`config.mk`:
```
export PLATFORM = sky130hd
export DESIGN_NAME = imem_loader_flat
export DESIGN_NICKNAME = d
export VERILOG_FILES = /design/src/rtl/imem_loader_if.sv /design/src/rtl/imem_loader.sv /design/src/flat_wrapper.sv
export SDC_FILE = /design/constraint.sdc
export NUM_CORES = 1
export LEC_CHECK = 0
export ABC_AREA = 1
export CORE_MARGIN = 5
export CORE_UTILIZATION = 58
export DETAILED_ROUTE_END_ITERATION = 10
export HOLD_SLACK_MARGIN = 0.06
export PLACE_DENSITY = 0.84
export SETUP_SLACK_MARGIN = 0.3
export SLEW_MARGIN = 10
export SYNTH_ARGS = -nofsm -noshare
export SYNTH_HDL_FRONTEND = slang
export SYNTH_SLANG_ARGS = --single-unit
```
`constraint.sdc`:
```
create_clock -name clk -period 2.5 [get_ports clk]
set_input_delay 0.5 -clock clk [delete_from_list [all_inputs] [get_ports clk]]
set_output_delay 0.5 -clock clk [all_outputs]
set_load 0.005 [all_outputs]
```
`src/rtl/imem_loader_if.sv`:
```
// rtl/imem_loader_if.sv - byte stream in, instruction-memory write port out
interface imem_loader_if #(
    parameter int ADDR_W = 6
);
    logic              in_valid;
    logic [7:0]        in_data;
    logic              in_ready;
    logic              wr_en;
    logic [ADDR_W-1:0] wr_addr;
    logic [31:0]       wr_data;

    modport master (
        output in_valid, in_data,
        input  in_ready, wr_en, wr_addr, wr_data
    );

    modport slave (
        input  in_valid, in_data,
        output in_ready, wr_en, wr_addr, wr_data
    );
endinterface

```
`src/rtl/imem_loader.sv`:
```
// rtl/imem_loader.sv - loads a byte-streamed program into instruction memory, holding the CPU meanwhile
module imem_loader #(
    parameter int ADDR_W  = 6,
    parameter int TIMEOUT = 255
) (
    input  logic            clk,
    input  logic            reset,
    input  logic            start,
    imem_loader_if.slave    bus,
    output logic            cpu_hold,
    output logic            busy,
    output logic            done,
    output logic            error,
    output logic [ADDR_W:0] words_loaded
);
    localparam int CNT_W = ADDR_W + 1;
    localparam int DEPTH = 1 << ADDR_W;

    typedef enum logic [2:0] {
        S_IDLE,
        S_HDR,
        S_DATA,
        S_WRITE,
        S_DONE,
        S_ERR
    } state_t;

    state_t           state;
    state_t           state_nx;
    logic [CNT_W-1:0] word_cnt;
    logic [CNT_W-1:0] word_idx;
    logic [1:0]       byte_idx;
    logic [23:0]      asm_lo;
    logic [15:0]      idle_cnt;
    logic             hs;
    logic             hdr_bad;
    logic             timed_out;
    logic             last_word;
    logic             start_ok;

    always_comb begin
        hs        = bus.in_ready & bus.in_valid;
        hdr_bad   = {24'd0, bus.in_data} > 32'(DEPTH);
        // Fires on the edge where the idle count would reach TIMEOUT
        timed_out = (TIMEOUT != 0) && !hs && (idle_cnt == 16'(TIMEOUT - 1));
        last_word = (word_idx + CNT_W'(1)) == word_cnt;
        start_ok  = start && (state == S_IDLE || state == S_DONE || state == S_ERR);
        state_nx  = state;
        unique case (state)
            S_IDLE, S_DONE, S_ERR: begin
                if (start_ok) state_nx = S_HDR;
            end
            S_HDR: begin
                if (timed_out)    state_nx = S_ERR;
                else if (hs)      state_nx = hdr_bad ? S_ERR : S_DATA;
            end
            S_DATA: begin
                if (timed_out)                   state_nx = S_ERR;
                else if (hs && byte_idx == 2'd3) state_nx = S_WRITE;
            end
            S_WRITE: state_nx = last_word ? S_DONE : S_DATA;
            default: state_nx = S_IDLE;
        endcase
    end

    always_ff @(posedge clk) begin
        if (reset) begin
            state        <= S_IDLE;
            bus.in_ready <= 1'b0;
            bus.wr_en    <= 1'b0;
            bus.wr_addr  <= '0;
            bus.wr_data  <= '0;
            cpu_hold     <= 1'b0;
            busy         <= 1'b0;
            done         <= 1'b0;
            error        <= 1'b0;
            words_loaded <= '0;
            word_cnt     <= '0;
            word_idx     <= '0;
            byte_idx     <= '0;
            asm_lo       <= '0;
            idle_cnt     <= '0;
        end else begin
            state        <= state_nx;
            // Status outputs are decoded from the next state so they are registered yet current
            bus.in_ready <= (state_nx == S_HDR) || (state_nx == S_DATA);
            busy         <= (state_nx == S_HDR) || (state_nx == S_DATA) || (state_nx == S_WRITE);
            cpu_hold     <= (state_nx == S_HDR) || (state_nx == S_DATA) || (state_nx == S_WRITE)
                            || (state_nx == S_ERR);
            done         <= (state_nx == S_DONE);
            error        <= (state_nx == S_ERR);
            bus.wr_en    <= (state_nx == S_WRITE);

            if (start_ok) begin
                words_loaded <= '0;
                word_idx     <= '0;
                byte_idx     <= '0;
                asm_lo       <= '0;
                idle_cnt     <= '0;
            end

            if (state == S_HDR || state == S_DATA) begin
                idle_cnt <= hs ? 16'd0 : idle_cnt + 16'd1;
            end

            if (state == S_HDR && hs && !hdr_bad) begin
                word_cnt <= (bus.in_data == 8'd0) ? CNT_W'(DEPTH) : CNT_W'(bus.in_data);
            end

            // Only the low three bytes are kept; the fourth goes straight to wr_data
            if (state == S_DATA && hs) begin
                asm_lo   <= {asm_lo[15:0], bus.in_data};
                byte_idx <= byte_idx + 2'd1;
                if (byte_idx == 2'd3) begin
                    bus.wr_data <= {asm_lo, bus.in_data};
                    bus.wr_addr <= word_idx[ADDR_W-1:0];
                end
            end

            if (state == S_WRITE) begin
                word_idx     <= word_idx + CNT_W'(1);
                words_loaded <= words_loaded + CNT_W'(1);
            end
        end
    end
endmodule

```
`src/flat_wrapper.sv`:
```
// flat-port wrapper written by rule: the top's interface ports become plain ports
module imem_loader_flat 
#(
    parameter int ADDR_W  = 6,
    parameter int TIMEOUT = 255
)
  (clk, reset, start, cpu_hold, busy, done, error, words_loaded, bus_in_valid, bus_in_data, bus_in_ready, bus_wr_en, bus_wr_addr, bus_wr_data);
  imem_loader_if #(.ADDR_W(ADDR_W)) bus_i ();
  input  logic clk;
  input  logic reset;
  input  logic start;
  output logic cpu_hold;
  output logic busy;
  output logic done;
  output logic error;
  output logic [ADDR_W:0] words_loaded;
  input wire logic [$bits(bus_i.in_valid)-1:0] bus_in_valid;
  input wire logic [$bits(bus_i.in_data)-1:0] bus_in_data;
  output wire logic [$bits(bus_i.in_ready)-1:0] bus_in_ready;
  output wire logic [$bits(bus_i.wr_en)-1:0] bus_wr_en;
  output wire logic [$bits(bus_i.wr_addr)-1:0] bus_wr_addr;
  output wire logic [$bits(bus_i.wr_data)-1:0] bus_wr_data;
  assign bus_i.in_valid = bus_in_valid;
  assign bus_i.in_data = bus_in_data;
  assign bus_in_ready = bus_i.in_ready;
  assign bus_wr_en = bus_i.wr_en;
  assign bus_wr_addr = bus_i.wr_addr;
  assign bus_wr_data = bus_i.wr_data;
  imem_loader #(.ADDR_W(ADDR_W), .TIMEOUT(TIMEOUT)) u_core (.clk(clk), .reset(reset), .start(start), .bus(bus_i), .cpu_hold(cpu_hold), .busy(busy), .done(done), .error(error), .words_loaded(words_loaded));
endmodule
```
==> Word level (Yosys, flattened, before mapping) <==
Cells that the tools add are included.
{ "classes": {"order_cmp": 1, "shifts": 0, "n_reduce_logical": 21, "n_div": 0, "n_mux": 19, "add_sub_neg": 4, "bitwise_logic": 1, "multipliers": 0, "n_eq_ne": 13} }
{ "op_table": {"columns": ["op", "count"], "rows": [
  ["$mux W16", 3],
  ["$mux W24", 2],
  ["$mux W7", 4],
  ["$mux W3", 7],
  ["$add A16 B1 Y16 const B", 1],
  ["$eq A16 B8 Y1 const B", 1],
  ["$add A7 B1 Y7 const B", 2],
  ["$eq A3 B2 Y1 const B", 4],
  ["$eq A3 B3 Y1 const B", 4],
  ["$pmux W3 S4", 1],
  ["$gt A8 B7 Y1 const B", 1],
  ["$logic_not A8 Y1", 1],
  ["$eq A7 B7 Y1", 1],
  ["$eq A3 B1 Y1 const B", 2],
  ["$logic_and A1 B1 Y1", 6],
  ["$logic_or A1 B1 Y1", 6],
  ["$reduce_bool A2 Y1", 3],
  ["$mux W2", 2],
  ["$logic_not A3 Y1", 1],
  ["$reduce_or A3 Y1", 1],
  ["$add A2 B1 Y2 const B", 1],
  ["$eq A2 B2 Y1 const B", 1],
  ["$logic_not A1 Y1", 2],
  ["$reduce_and A2 Y1", 1],
  ["$and A1 B1 Y1", 1]
]} }
{ "totals": {"n_memories": 0, "elab_cells": 74, "ramBits": 0, "latchBits": 0, "regBits": 110, "rom_bits": 0, "inputBits": 12, "out_inout_bits": 51} }

==> Longest topological paths before layout <==
Gate-level depths: netlist of the first run.
{ "logic_depth": {"ltp_word": 10, "ltp_mapped": 13, "mapped_depth_nobuf": 13} }

==> Least setup slack after synthesis of the first run <==
Ideal clock, no wire load.
{ "synth_timing": {"path_kind": "register -> register", "startpoint": "register u_core.word_idx[1]", "endpoint": "register u_core.busy", "synth_period_minus_slack_ps": 1621, "path_buffers": 0, "setup_time_ps": 115, "required_ps": 2385, "stages_incl_launch_ff": 12, "arrival_time_ps": 1506, "path_slack_ps": 879, "path_cell_list": "dfxtp_1 > ha_1 > nand3_1 > nand2_1 > nand2_1 > nand2_1 > nand3_2 > nor2_2 > nand2_2 > nand2_1 > nand3_2 > and2_1"} }
{ "synth_via": {"elab_chain_len": 7, "word_cells_on_any_way": 9, "classes_between": "1 x add/sub; 4 x eq/ne; 2 x mux; 2 x reduce/logical"} }
{ "synth_lines": {"columns": ["item", "line_no", "source"], "rows": [
  ["from (decl)", "imem_loader.sv:31", "logic [CNT_W-1:0] word_idx;"],
  ["from (signal assigned)", "imem_loader.sv:121", "word_idx <= word_idx + CNT_W'(1);"],
  ["$add A7 B1 Y7 *", "imem_loader.sv:46", "last_word = (word_idx + CNT_W'(1)) == word_cnt;"],
  ["$eq A7 B7 Y1 *", "imem_loader.sv:46", null],
  ["$mux W3 *", "imem_loader.sv:61", "S_WRITE: state_nx = last_word ? S_DONE : S_DATA;"],
  ["$pmux W3 S4 *", "imem_loader.sv:49", "unique case (state)"],
  ["$eq A3 B1 Y1 / $eq A3 B2 Y1 (equally long branches)", "imem_loader.sv:87", "busy <= (state_nx == S_HDR) || (state_nx == S_DATA) || (state_nx == S_WRITE);"],
  ["$logic_or A1 B1 Y1", "imem_loader.sv:87", null],
  ["$logic_or A1 B1 Y1 *", "imem_loader.sv:87", null],
  ["to (signal assigned)", "imem_loader.sv:87", null],
  ["to (decl)", "imem_loader.sv:11", "output logic busy,"]
]} }
Mark *: on every way between the ends. The rest lies on a longest branch, timed or not.
A chain may end at the register's enable or synchronous reset.

==> Final worst setup path of the first run <==
Same ends and word-level chain as after synthesis.

==> results of run 1 <==
==> path summary, 6_finish.rpt <==
kind | end | depth (start not counted)
hold / removal | u_core.asm_lo[21] | 2
setup / recovery | u_core.busy | 11
setup reg to reg | u_core.busy | 11
hold reg to reg | u_core.asm_lo[21] | 2
==> sequential cells by signal, indices dropped and copies added (netlist names) <==
register and flops:
u_core.asm_lo 24, u_core.bus.in_ready 1, u_core.bus.wr_addr 6, u_core.bus.wr_data 32, u_core.bus.wr_en 1, u_core.busy 1
u_core.byte_idx 2, u_core.cpu_hold 1, u_core.done 1, u_core.error 1, u_core.idle_cnt 16, u_core.state 3
u_core.word_cnt 7, u_core.word_idx 7, u_core.words_loaded 7
==> Yosys cell counts, drive strengths merged (3+ instances only) <==
library cell | number | share of area, %
buf | 13 | 1.5
inv | 46 | 3.7
a21oi | 88 | 9.5
clkbuf | 13 | 1.1
nand3 | 42 | 5.4
o21ai | 36 | 3.9
a221oi | 3 | 0.57
nor2 | 57 | 6.0
ha | 5 | 1.4
dfxtp | 110 | 48
nor3 | 6 | 0.65
nand4 | 5 | 0.68
nand2 | 186 | 15
==> layout make-up <==
cell class                      count  area, um2
Timing Repair Buffer               69        668
Clock inverter                      7       76.3
Sequential cell                   110       2200
Tap cell                          102        128
Fill cell                         601       2230
Multi-Input combinational cell    443       2130
Clock buffer                        9        124
Inverter                           46        173
==> cells by family (layout without fill, tap and decap cells) <==
logic type | after synthesis | after routing | share of synthesized area [%]
AOI/OAI and AO/OA | 134 | 134 | 15.2
xor gates and xnor gates | 3 | 3 | 0.569
DFF | 110 | 110 | 47.7
and+or+nand+nor | 301 | 301 | 29.0
adders and majority gates | 5 | 5 | 1.35
buffers and inverters | 72 | 131 | 6.26
==> power by group <==
group	switching (mW)	internal [mW]	leakage, nW
Sequential	0.00675	1.76	0.887
Clock	0.659	0.399	0.103
Combinational	0.111	0.0508	0.942
Total	0.776	2.21	1.93
==> metal layers <==
metal / up-vias / GRT usage [%] / wire length (um) / part of all wire [%]
li1: 2147 / - / - / -
met1: 1980 / 28.3 / 4740 / 44
met2: 135 / 37.7 / 5230 / 48
met3: 19 / 6.17 / 665 / 6.2
met4: 0 / 9.03 / 170 / 1.6
met5: - / 0 / 0 / 0
==> cells in the final DEF, fill, tap and decap left out, types with 2 or more instances in the layout <==
master	instances
sky130_fd_sc_hd__o22ai_1	2
sky130_fd_sc_hd__nor2_2	11
sky130_fd_sc_hd__ha_1	5
sky130_fd_sc_hd__clkbuf_8	9
sky130_fd_sc_hd__inv_1	35
sky130_fd_sc_hd__nand3_2	8
sky130_fd_sc_hd__o21ai_0	32
sky130_fd_sc_hd__xor2_1	2
sky130_fd_sc_hd__nor2_4	5
sky130_fd_sc_hd__nor3_1	6
sky130_fd_sc_hd__clkdlybuf4s50_1	61
sky130_fd_sc_hd__nor2_1	41
sky130_fd_sc_hd__clkinv_4	2
sky130_fd_sc_hd__inv_8	3
sky130_fd_sc_hd__o21ai_1	4
sky130_fd_sc_hd__nand4_1	5
sky130_fd_sc_hd__or2_2	2
sky130_fd_sc_hd__a211oi_1	2
sky130_fd_sc_hd__a221oi_1	3
sky130_fd_sc_hd__buf_4	7
sky130_fd_sc_hd__dfxtp_1	110
sky130_fd_sc_hd__nand3_1	34
sky130_fd_sc_hd__nand2_2	7
sky130_fd_sc_hd__nand2_1	179
sky130_fd_sc_hd__inv_2	11
sky130_fd_sc_hd__a21oi_1	88
==> stage by stage <==
step | power, mW | cell area [um2] | setup WS, ps | cells | hold WS, ps
after floorplan | 1.91 | 4620 | 879 | 625 | 429
after global placement | 1.96 | 5300 | 284 | 770 | 448
after detailed placement | 1.97 | 5300 | 301 | 770 | 455
after CTS | 3.01 | 5500 | 550 | 786 | 470
after global routing | 3.11 | 5500 | 341 | 786 | 489
final | 2.99 | 5500 | 527 | 786 | 469
==> worst max-delay path, cell delays in order, from the launching register on <==
cell and delay [ps]:
sky130_fd_sc_hd__dfxtp_1 430, sky130_fd_sc_hd__ha_1 350, sky130_fd_sc_hd__nand3_1 110, sky130_fd_sc_hd__nand2_1 120
sky130_fd_sc_hd__nand2_1 70, sky130_fd_sc_hd__nand2_1 70, sky130_fd_sc_hd__nand3_2 80, sky130_fd_sc_hd__nor2_2 170
sky130_fd_sc_hd__nand3_1 150, sky130_fd_sc_hd__nand2_2 120, sky130_fd_sc_hd__nor2_1 40, sky130_fd_sc_hd__and2_1 160
==> results, run 1 <==
- The post-detailed-route via-to-cell ratio is 5.45.
- For this block, the routed nets add up to approximately 11,000 um of wire.
- The kind of end point of the critical path is a flip-flop.
- CTS saw 110 sinks.
- The die covers approximately 0.01 mm2.
- IR analysis of the VDD net gives a maximum drop of ~0.00032 V.
- The fraction of registers with async set or reset after synthesis is 0%.
- Buffers inserted to repair hold after CTS numbered 0.
- The number of hold-slack violations in the final timing report was 0.
- The number of nets in the synthesized netlist is roughly 640.
- Measured along the y axis, the die boundary spans around 100 um.
- The proportion of layout cells with a drive suffix above 1 is roughly a tenth.
- The number of design-rule violations left by the first detailed-router iteration is ~310.
- The worst path in the final design needs a cycle of roughly 2000 ps, including I/O delays and setup.
- The final antenna diode count is 0.
- After detailed routing, the number of remaining DRC violations is 0.
- The initial utilization of the core area, before any placement, comes to 59.8%.
- The CTS clock-pin slew for the worst setup and hold paths is around 110 ps.
- The critical path is of the flip-flop to flip-flop type.
- The initial antenna violation count came to 0.
- The number of clock buffers added by TritonCTS is 9.
- The number of register bits inferred by synthesis is between 100 and 150.
- The portion of the post-synthesis area used by sequential elements is between 40% and 50%.
- Across the run, the number of max-cap violations was 0.
- The last weighted congestion value of the routability-driven placer is 0.963.
- From left edge to right edge, the die measures just under 100 um.
- The worst max-slew margin expressed relative to the limit is 49.4%.
- The total overflow left after global routing is 0.
- The synthesized instance count is 625.
- Setup violations remaining at the end of the flow were counted as 0.
- After synthesis, the mean cell area works out to around 7.4 um2.
- Yosys printed 0 warnings.
- The transition time of the tightest slew-check pin is about 760 ps.
- The share of the core filled with cells is 71.1%.
- Summed over all cells, the static leakage comes to between 1.5 and 2 nW.
- The worst hold path begins at u_core.asm_lo[21].
- The flip-flop cell with the highest count after synthesis is sky130_fd_sc_hd__dfxtp_1.
- In the global route stage, overall resource usage came out at roughly 23%.
- The class of the tightest hold or removal check is flip-flop to flip-flop.
- The number of search-and-repair iterations in the first detailed-routing pass is 4.
- Setup repair after global routing left no endpoint under its margin.
- The relative area change from synthesis to final layout is 19.0%.
- The number of vias after detailed routing is around 4,300.
- The clock arrives with roughly 13 ps of skew.
- The count of H-tree levels built during CTS is 3.
- The maximum number of pins on one net before global-route repair is 74.
- The share of the cycle needed by the critical path after routing is between 70% and 80%.
- The count of pins over their slew limit came to 0.
- The boundary pin count is 63.
- The maximum frequency from static timing analysis is between 500 and 600 MHz.
- The run finished with clean final reports.
- The origin of the worst setup path is u_core.word_idx[1].
- The biggest fanout along the worst timing path is 7.
- The core outline area is slightly below 0.008 mm2.
- The count of buffers added by post-CTS timing repair for setup is 0.
- The placed wire-length estimate after detailed placement is about 7600 um.
- The power density relative to cell area is around 540 mW/mm2.
- The average detailed-routed wire length per instance is between 10 and 15 um.
- STA classifies the critical path startpoint as a flip-flop.
- The required time at the endpoint of the critical path is about 2800 ps.
- The post-detailed-route count of antenna-violating nets is 0.
- The synthesized netlist occupies a cell area of 0.00462 mm2.
- Once the clock tree was built, the resizer swapped 0 gates to a different size.
- The number of global-route vias before repair is around 4,200.
- The number of buffers on the longest clock path is 2.
- The register-to-register setup slack is 530 ps.
- After floorplanning, the core was divided into 32 placement rows.
- In this run, synthesis inferred 0 flip-flops with an integrated enable.
- The first global-routing pass estimated approximately 19,000 um of wire.
- The tree is rooted in a sky130_fd_sc_hd__clkbuf_8.
- TritonCTS built the clock tree.
- The arrival time at the worst endpoint is between 2000 and 2500 ps.
- Input and output buffers added on the ports amount to 62.
- The clock latency reported for the late side of the worst-skew pair is about 380 ps.
- The number of distinct library cell variants in the gate-level netlist after synthesis is 32.
- Adding up every negative setup slack in the final design gives 0 ps.
- For this run, the post-layout net count is 696.
- The worst register-to-register path begins at u_core.word_idx[1].
(Power assumes the default switching activity.)
==> run 2: changes to the inputs <==
--- a/config.mk
+++ b/config.mk
@@ -7,10 +7,10 @@
 export LEC_CHECK = 0
 export ABC_AREA = 1
 export CORE_MARGIN = 5
-export CORE_UTILIZATION = 58
+export CORE_UTILIZATION = 54
 export DETAILED_ROUTE_END_ITERATION = 10
 export HOLD_SLACK_MARGIN = 0.06
-export PLACE_DENSITY = 0.84
+export PLACE_DENSITY = 0.79
 export SETUP_SLACK_MARGIN = 0.3
 export SLEW_MARGIN = 10
 export SYNTH_ARGS = -nofsm -noshare
==> constraint.sdc (replaced) <==
create_clock -name clk -period 2 [get_ports clk]
set_input_delay 0.4 -clock clk [delete_from_list [all_inputs] [get_ports clk]]
set_output_delay 0.4 -clock clk [all_outputs]
set_load 0.005 [all_outputs]
==> run 2 against run 1 <==
Effect of this change: register-to-register slack worse by 150 ps; sequential share of layout area down 1.0 points; worst hold slack worse by 21 ps; via count about the same; critical path type is now flip-flop to output port; largest cell class unchanged; largest power group unchanged.
==> results, run 2 (same netlist as run 1, synthesis figures left out) <==
- The net load switching power is 938 uW.
- The core outline area is 0.00826 mm2.
- After clock tree synthesis, the clock-pin slew on the worst setup and hold paths is 100 ps.
- The number of design-rule violations left by the first detailed-router iteration is ~240.
- The cell class contributing the biggest share of worst-path delay is buffers and inverters.
- Excluding fillers, the count of instances in the completed layout stands at 806.
- The slowest stage of the critical path is the sky130_fd_sc_hd__clkdlybuf4s50_1 cell.
- Entering global routing, the biggest net connects 74 pins.
- The power density relative to cell area is roughly 640 mW/mm2.
- The net count of the finished layout is between 700 and 800.
- From left edge to right edge, the die measures a little over 100 um.
- The total wire length after detailed routing is ~11,000 um.
- On the final layout, the worst hold slack is approximately 450 ps.
- After global routing, the most crowded layer is met2.
- The number of buffers on the longest clock path is 2.
- The power share of the clock group is approximately a third.
- Along the worst path, the maximum fanout reaches 5.
- The global routing met3 resource utilization is slightly above 5%.
- For this run the aggregate overflow at the end of global routing stands at 0.
- The beginning of the worst hold path is reset.
- Derived from the worst setup path, the maximum achievable clock frequency is a little over 600 MHz.
- The number of stages on the worst setup path is 1.
- Global routing used 21.4% of the available tracks across all layers.
- The number of sinks handled by clock tree synthesis is 110.
- In this run the critical register-to-register path is launched from u_core.idle_cnt[0].
- The number of vias after detailed routing is roughly 4,300.
- In the final layout, the multi-input gates occupy around 0.0022 mm2.
- The average detailed-routed wire length per instance is between 10 and 15 um.
- Net switching is between 20% and 30% of the power.
- The initial antenna violation count is 0.
- The proportion of layout cells with a drive suffix above 1 is ~16%.
- The register with the most flip-flops in the layout has 32 of them.
- The max-cap violation count is 0.
- Once routing completed, OpenROAD measured the worst setup slack at 351 ps.
- The static leakage power is 2.07 nW.
- The count of pins over their slew limit is 0.
- The count of input and output buffers is 62.
- The placed wire-length estimate after detailed placement is between 7000 and 8000 um.
- The critical path is of the flip-flop to output port type.
- The library cells used most frequently in the layout, excluding fill and tap cells, are sky130_fd_sc_hd__nand2_1, sky130_fd_sc_hd__dfxtp_1, sky130_fd_sc_hd__a21oi_1.
- STA classifies the critical path endpoint as an output port.
- The die covers between 0.01 and 0.015 mm2.
- The initial utilization of the core area, before any placement, comes to 55.9%.
- Internal power comes to 2.76 mW.
- The most common cell after layout, fill and taps aside is sky130_fd_sc_hd__nand2_1.
- The placed instances occupy a cell area of 0.00542 mm2.
- Before antenna repair, the detailed router went through 5 iterations.
- In this run the remaining antenna-violating nets after routing total 0.
- The worst hold path was traced through 4 stages.
- After detailed routing, the number of remaining DRC violations is 0.
- The cell depth of the worst flop-to-flop path is 9.
- Walking the worst path, the cells encountered are clkdlybuf4s50_1.
- The transition time of the tightest slew-check pin is just over 400 ps.
- The number of global-route vias before repair came to approximately 4,000.
- The combinational share of power is 6.2%.
- The area taken by flip-flops and latches is between 0.002 and 0.0025 mm2.
- Global routing consumed, on the met1 layer, between 20 and 30% of the routing resources.
- After routing the design area is between 0.005 and 0.006 mm2.
- The boundary pin count is between 60 and 70.
- The worst voltage drop across the vdd grid is ~0.00051 V.
- The clock latency reported for the late side of the worst-skew pair is between 300 and 400 ps.
- The number of buffers inserted by hold repair at cts is 0.
- The die is a little over 100 um tall.
- The most flop-heavy register is u_core.bus.wr_data.
- The aggregate negative setup slack is 0 ps.
- The floorplan has 33 rows.
- The repair_antennas step left the layout with diodes totalling 0.
- The worst setup path is launched from a flip-flop.
- The arrival time at the worst endpoint is 1250 ps.
- The met2 usage in global routing is around 36%.
- The clock skew after layout is 12.2 ps.
- The CTS tree is yes.
- Once placement completed, the tool counted placed cells totaling just under 800.
- The layout has 697 filler cells.
- For this run, the slowest stage of the critical path takes between 500 and 600 ps.
- The number of buffers added by the clock tree synthesis step is 9.
- From synthesis to final layout, the design area changed by 24.1%.
- The post-detailed-route via-to-cell ratio is 5.31.
- For this run, the share of the core covered by cells in the final layout is approximately 69%.
- The share of the cycle needed by the critical path after routing is between 80% and 90%.
- The number of buffers and inverters on the critical path is 1.
- The cell at the root of the clock tree is sky130_fd_sc_hd__clkbuf_8.
- The count of final setup violators is 0.
- The completed layout was analyzed and its total power is 3.69 mW.
- The flow ran to the end, and the final reports show no timing, DRC or antenna violations.
- Sequential cells burn between 50 and 60% of the power.
- The required time at the endpoint of the critical path is around 1600 ps.
- The worst hold path belongs to the class input pin to flip-flop.
- The origin of the worst setup path is u_core.words_loaded[0].
- The largest registers in the layout are u_core.bus.wr_data (32), u_core.asm_lo (24), u_core.idle_cnt (16).
- The minimum period implied by the final worst setup slack is 1650 ps.
- The number of hold-slack violations in the final timing report was 0.
- Setup repair after global routing could not meet its margin everywhere.
- The congestion estimate from routability-driven global placement came to 0.794.
- The worst pin sits at a relative slew slack of about 73%.
- The count of H-tree levels built during CTS is 3.
- OpenSTA, run right after detailed placement, puts the worst setup slack at around 42 ps.
- The first-pass GRT wire length is approximately 18,000 um.
## run 2: cell count changes in the layout (fill, tap and decap cells not counted), moves of 4 or more
cell | before | now
sky130_fd_sc_hd__buf_4 | 7 | 21
sky130_fd_sc_hd__dfxtp_2 | 0 | 17
sky130_fd_sc_hd__dfxtp_4 | 0 | 4
sky130_fd_sc_hd__dfxtp_1 | 110 | 89
## run 2: cell type report
cell class,instances,share of cell area (%)
Clock buffer,10,2.23
Tap cell,105,2.29
Timing Repair Buffer,86,14.5
Clock inverter,6,0.939
Multi-Input combinational cell,443,37.9
Sequential cell,110,39.1
Inverter,46,3.14
## run 2: power by group through the flow
| stage | clock network (mW) | logic, mW | registers (mW) |
|---|---|---|---|
| floorplan | 0 | 0.125 | 2.26 |
| global placement | 0 | 0.221 | 2.26 |
| detailed placement | 0 | 0.223 | 2.26 |
| CTS | 1.29 | 0.224 | 2.21 |
| global route | 1.38 | 0.250 | 2.21 |
| finish | 1.26 | 0.230 | 2.21 |
## run 2: final timing paths
path         slack, ps                      to
max                350         words_loaded[0]
min                450      u_core.word_idx[0]
max reg2reg        380     u_core.idle_cnt[14]
min reg2reg        460  u_core.words_loaded[4]
## run 2: routing by layer
layer	part of all wire, %	vias up
li1	-	2175
met1	44	1973
met2	49	125
met3	5.4	10
met4	0.89	0
met5	0	-
## run 2: timing repair
item                       4_1_cts  5_1_grt
setup endpoints to repair        8       27
hold endpoints to repair         0        0
pin swaps                        0        4
buffers inserted                 0        4
resized for setup                6       38
==> run 3: changes to the inputs <==
--- a/config.mk
+++ b/config.mk
@@ -7,10 +7,10 @@
 export LEC_CHECK = 0
 export ABC_AREA = 1
 export CORE_MARGIN = 5
-export CORE_UTILIZATION = 54
+export CORE_UTILIZATION = 49
 export DETAILED_ROUTE_END_ITERATION = 10
 export HOLD_SLACK_MARGIN = 0.06
-export PLACE_DENSITY = 0.79
+export PLACE_DENSITY = 0.75
 export SETUP_SLACK_MARGIN = 0.3
 export SLEW_MARGIN = 10
 export SYNTH_ARGS = -nofsm -noshare
==> constraint.sdc (replaced) <==
create_clock -name clk -period 1.4 [get_ports clk]
set_input_delay 0.28 -clock clk [delete_from_list [all_inputs] [get_ports clk]]
set_output_delay 0.28 -clock clk [all_outputs]
set_load 0.005 [all_outputs]
==> run 3 against run 2 <==
Effect of this change: the flow now finishes with violations (setup timing); die area grew 9.2%; largest power group unchanged; critical path depth grew 8; sequential cell count did not move; worst setup slack got worse by 720 ps; worst hold slack got worse by 170 ps; first-iteration DRC count up 34%; register-to-register slack worse by 750 ps; routed wire length rose by 33%.
==> results, run 3 (same netlist as run 1, synthesis figures left out) <==
- The path class of the tightest hold or removal check is input pin to flip-flop.
- The hold-critical path depth is 2.
- Setup violations remaining at the end of the flow were counted as 57.
- The minimum period implied by the final worst setup slack is 1770 ps.
- After detailed routing, the total wire length is around 15,000 um.
- The floorplan step defined a core boundary enclosing 0.00920 mm2.
- The worst register-to-register path begins at u_core.word_idx[1].
- The power density relative to cell area is around 790 mW/mm2.
- Setup repair after global routing could not meet its margin everywhere.
- The final reports fail on setup timing.
- Summing all multi-input logic gate instances after layout gives 0.00256 mm2.
- The cell area after layout is 0.00703 mm2.
- The clock tree synthesis step divided the H-tree into 3 levels.
- The largest registers in the layout are u_core.bus.wr_data (32), u_core.asm_lo (24), u_core.idle_cnt (16).
- The number of buffers inserted by hold repair at cts is 0.
- The number of buffers added by the clock tree synthesis step is 9.
- The run finished, with violations left.
- The most flop-heavy register is u_core.bus.wr_data.
- The initial antenna violation count came to 0.
- The length of routed met2 wiring is 7830 um.
- The required time at the endpoint of the critical path is roughly 1700 ps.
- The aggregate negative setup slack is -4180 ps.
- The number of design-rule violations left by the first detailed-router iteration is between 300 and 400.
- The clock skew after layout is between 10 and 15 ps.
- The die span in y is between 100 and 150 um.
- Using the TritonRoute via totals, the vias-per-cell ratio works out to around 5.5.
- The arrival time at the worst endpoint is between 2000 and 2500 ps.
- Counting the fill cells in the layout gives 587.
- The worst setup path is launched from a flip-flop.
- The kind of end point of the critical path is a flip-flop.
- The detailed-route DRC error count is 0.
- The worst voltage drop across the vdd grid is between 0.0006 and 0.0007 V.
- The number of hold-slack violations in the final timing report is 0.
- The register-to-register setup slack is -370 ps.
- The startpoint-to-endpoint class of the critical path is flip-flop to flip-flop.
- OpenSTA, run right after detailed placement, puts the worst setup slack at -450 ps.
- The count of pins over their slew limit is 0.
- The tree is rooted in a sky130_fd_sc_hd__clkbuf_8.
- At the end of the flow, the number of nets in the layout was 801.
- The register with the most flip-flops in the layout has 32 of them.
- The max-cap violation count is 0.
- In this run the core area contains 35 standard-cell rows.
- The transition time of the tightest slew-check pin is between 300 and 400 ps.
- The endpoint of the most critical register-to-register path is u_core.error.
- Once routing completed, OpenROAD measured the worst setup slack at -368 ps.
- The area taken by flip-flops and latches is between 0.002 and 0.0025 mm2.
- The biggest fanout along the worst timing path is 7.
- Leaving out fill and tap cells, the most frequent cells in the layout are sky130_fd_sc_hd__nand2_1, sky130_fd_sc_hd__buf_4, sky130_fd_sc_hd__a21oi_1.
- The count of buffers added on input and output ports is 62.
- The post-detailed-route count of antenna-violating nets is 0.
- The clock passes through at most 2 buffers.
- The detailed router put a total of roughly 5800 um of wire on met1.
- The proportion of layout cells with a drive suffix above 1 is 46.4%.
- The first-pass GRT wire length is between 20,000 and 25,000 um.
- Summed over all nets, wire length on met3 after detailed routing comes to 741 um.
- The floorplan step set the die width to approximately 110 um.
- Leaving out fill and tap cells, the most frequent cell in the layout is sky130_fd_sc_hd__nand2_1.
- The total cell area at the placement stage is just under 0.006 mm2.
- For hold timing, the worst endpoint is u_core.bus.wr_en.
- The number of search-and-repair iterations in the first detailed-routing pass is 4.
- Timing would allow up to approximately 570 MHz.
- The clock latency reported for the late side of the worst-skew pair is 380 ps.
- The number of global-route vias before repair came to 4,886.
- Detailed placement ended at an HPWL of roughly 8600 um.
- The die covers about 0.011 mm2.
- The top metal layer carrying routed signals is met4.
- The clock net in this run drives a total of 110 sinks.
- The beginning of the worst hold path is reset.
- The analysis attributes to cell leakage a power of about 2.8 nW.
- The worst pin sits at a relative slew slack of around 77%.
- 63 I/O pins were placed.
- The final antenna diode count is 0.
- The share of the cycle needed by the critical path after routing is 126%.
- The cell depth of the worst flop-to-flop path is 9.
- Clock-pin slew was measured on the worst setup and hold paths at between 100 and 150 ps.
- TritonCTS built the clock tree.
- The number of vias after detailed routing is about 4,900.
- The last weighted congestion value of the routability-driven placer is approximately 0.87.
- The relative area change from synthesis to final layout is 52.2%.
- Once the floorplan was initialized, standard cells occupied about half of the core.
- The average detailed-routed wire length per instance is roughly 17 um.
- The maximum number of pins on one net before global-route repair is 48.
- Global routing used between 20 and 25% of the available tracks.
- The worst hold slack after final layout is about 280 ps.
- The total global routing overflow is 0.
## run 3: changes by cell type in the layout (fill, tap and decap cells not counted), sizes merged, moves of 2 or more
cell	delta
clkdlybuf4s50	-57
dlygate4sd2	+8
inv	+2
dlymetal6s2s	-2
buf	+134
## run 3: final cells by class
| class | instances | area share (%) |
|---|---|---|
| clock buffer | 9 | 1.76 |
| clock inverter | 7 | 1.07 |
| inverter | 46 | 2.99 |
| multi-input combinational | 443 | 36.5 |
| sequential | 110 | 32.7 |
| tap | 111 | 1.98 |
| timing repair buffer | 172 | 22.8 |
| timing repair inverter | 2 | 0.196 |
## run 3: worst max path at each step
stage | slack, ps | depth (start not counted) | from | end
after floorplan | -50 | 9 | u_core.word_idx[1] | u_core.busy
after global placement | -370 | 10 | bus_in_valid | u_core.busy
after detailed placement | -450 | 10 | bus_in_data[0] | u_core.busy
after CTS | -230 | 12 | u_core.word_idx[1] | u_core.busy
after global routing | -470 | 9 | u_core.word_idx[1] | u_core.error
final | -370 | 9 | u_core.word_idx[1] | u_core.error
## run 3: power by group
part | internal [mW] | switching (mW) | leakage (nW)
Clock | 0.704 | 1.17 | 0.103
Combinational | 0.205 | 0.293 | 1.78
Sequential | 3.14 | 0.0219 | 0.920
## run 3: layer usage
layer	vias up	GRT usage (%)
met2	192	43.6
met1	2327	27.9
li1	2366	-
met5	-	0
met3	60	4.46
met4	0	10.5
## run 3: timing repair
item / in CTS / in global routing
gates cloned: 5 / 2
endpoints found under the setup margin: 161 / 161
resized for setup: 365 / 59
pin swaps: 34 / 32
setup buffers: 32 / 9
## run 3: critical path, cell delays in order (launching register included)
cell and delay, ps:
sky130_fd_sc_hd__dfxtp_4 390, sky130_fd_sc_hd__ha_4 190, sky130_fd_sc_hd__nand4_1 210, sky130_fd_sc_hd__nand3_2 130
sky130_fd_sc_hd__nand3_2 120, sky130_fd_sc_hd__nor2_4 140, sky130_fd_sc_hd__nand2_2 110, sky130_fd_sc_hd__a21boi_2 200
sky130_fd_sc_hd__nand2_1 90, sky130_fd_sc_hd__nor2_2 110
## run 3: metrics by stage
stage	power, mW	std cells	util, %
3_5_place_dp	3.63	836	64.9
4_1_cts	5.51	889	72.4
2_1_floorplan	3.43	625	-
3_3_place_gp	3.62	836	64.9
6_report	5.53	900	76.4
5_1_grt	5.73	900	76.4
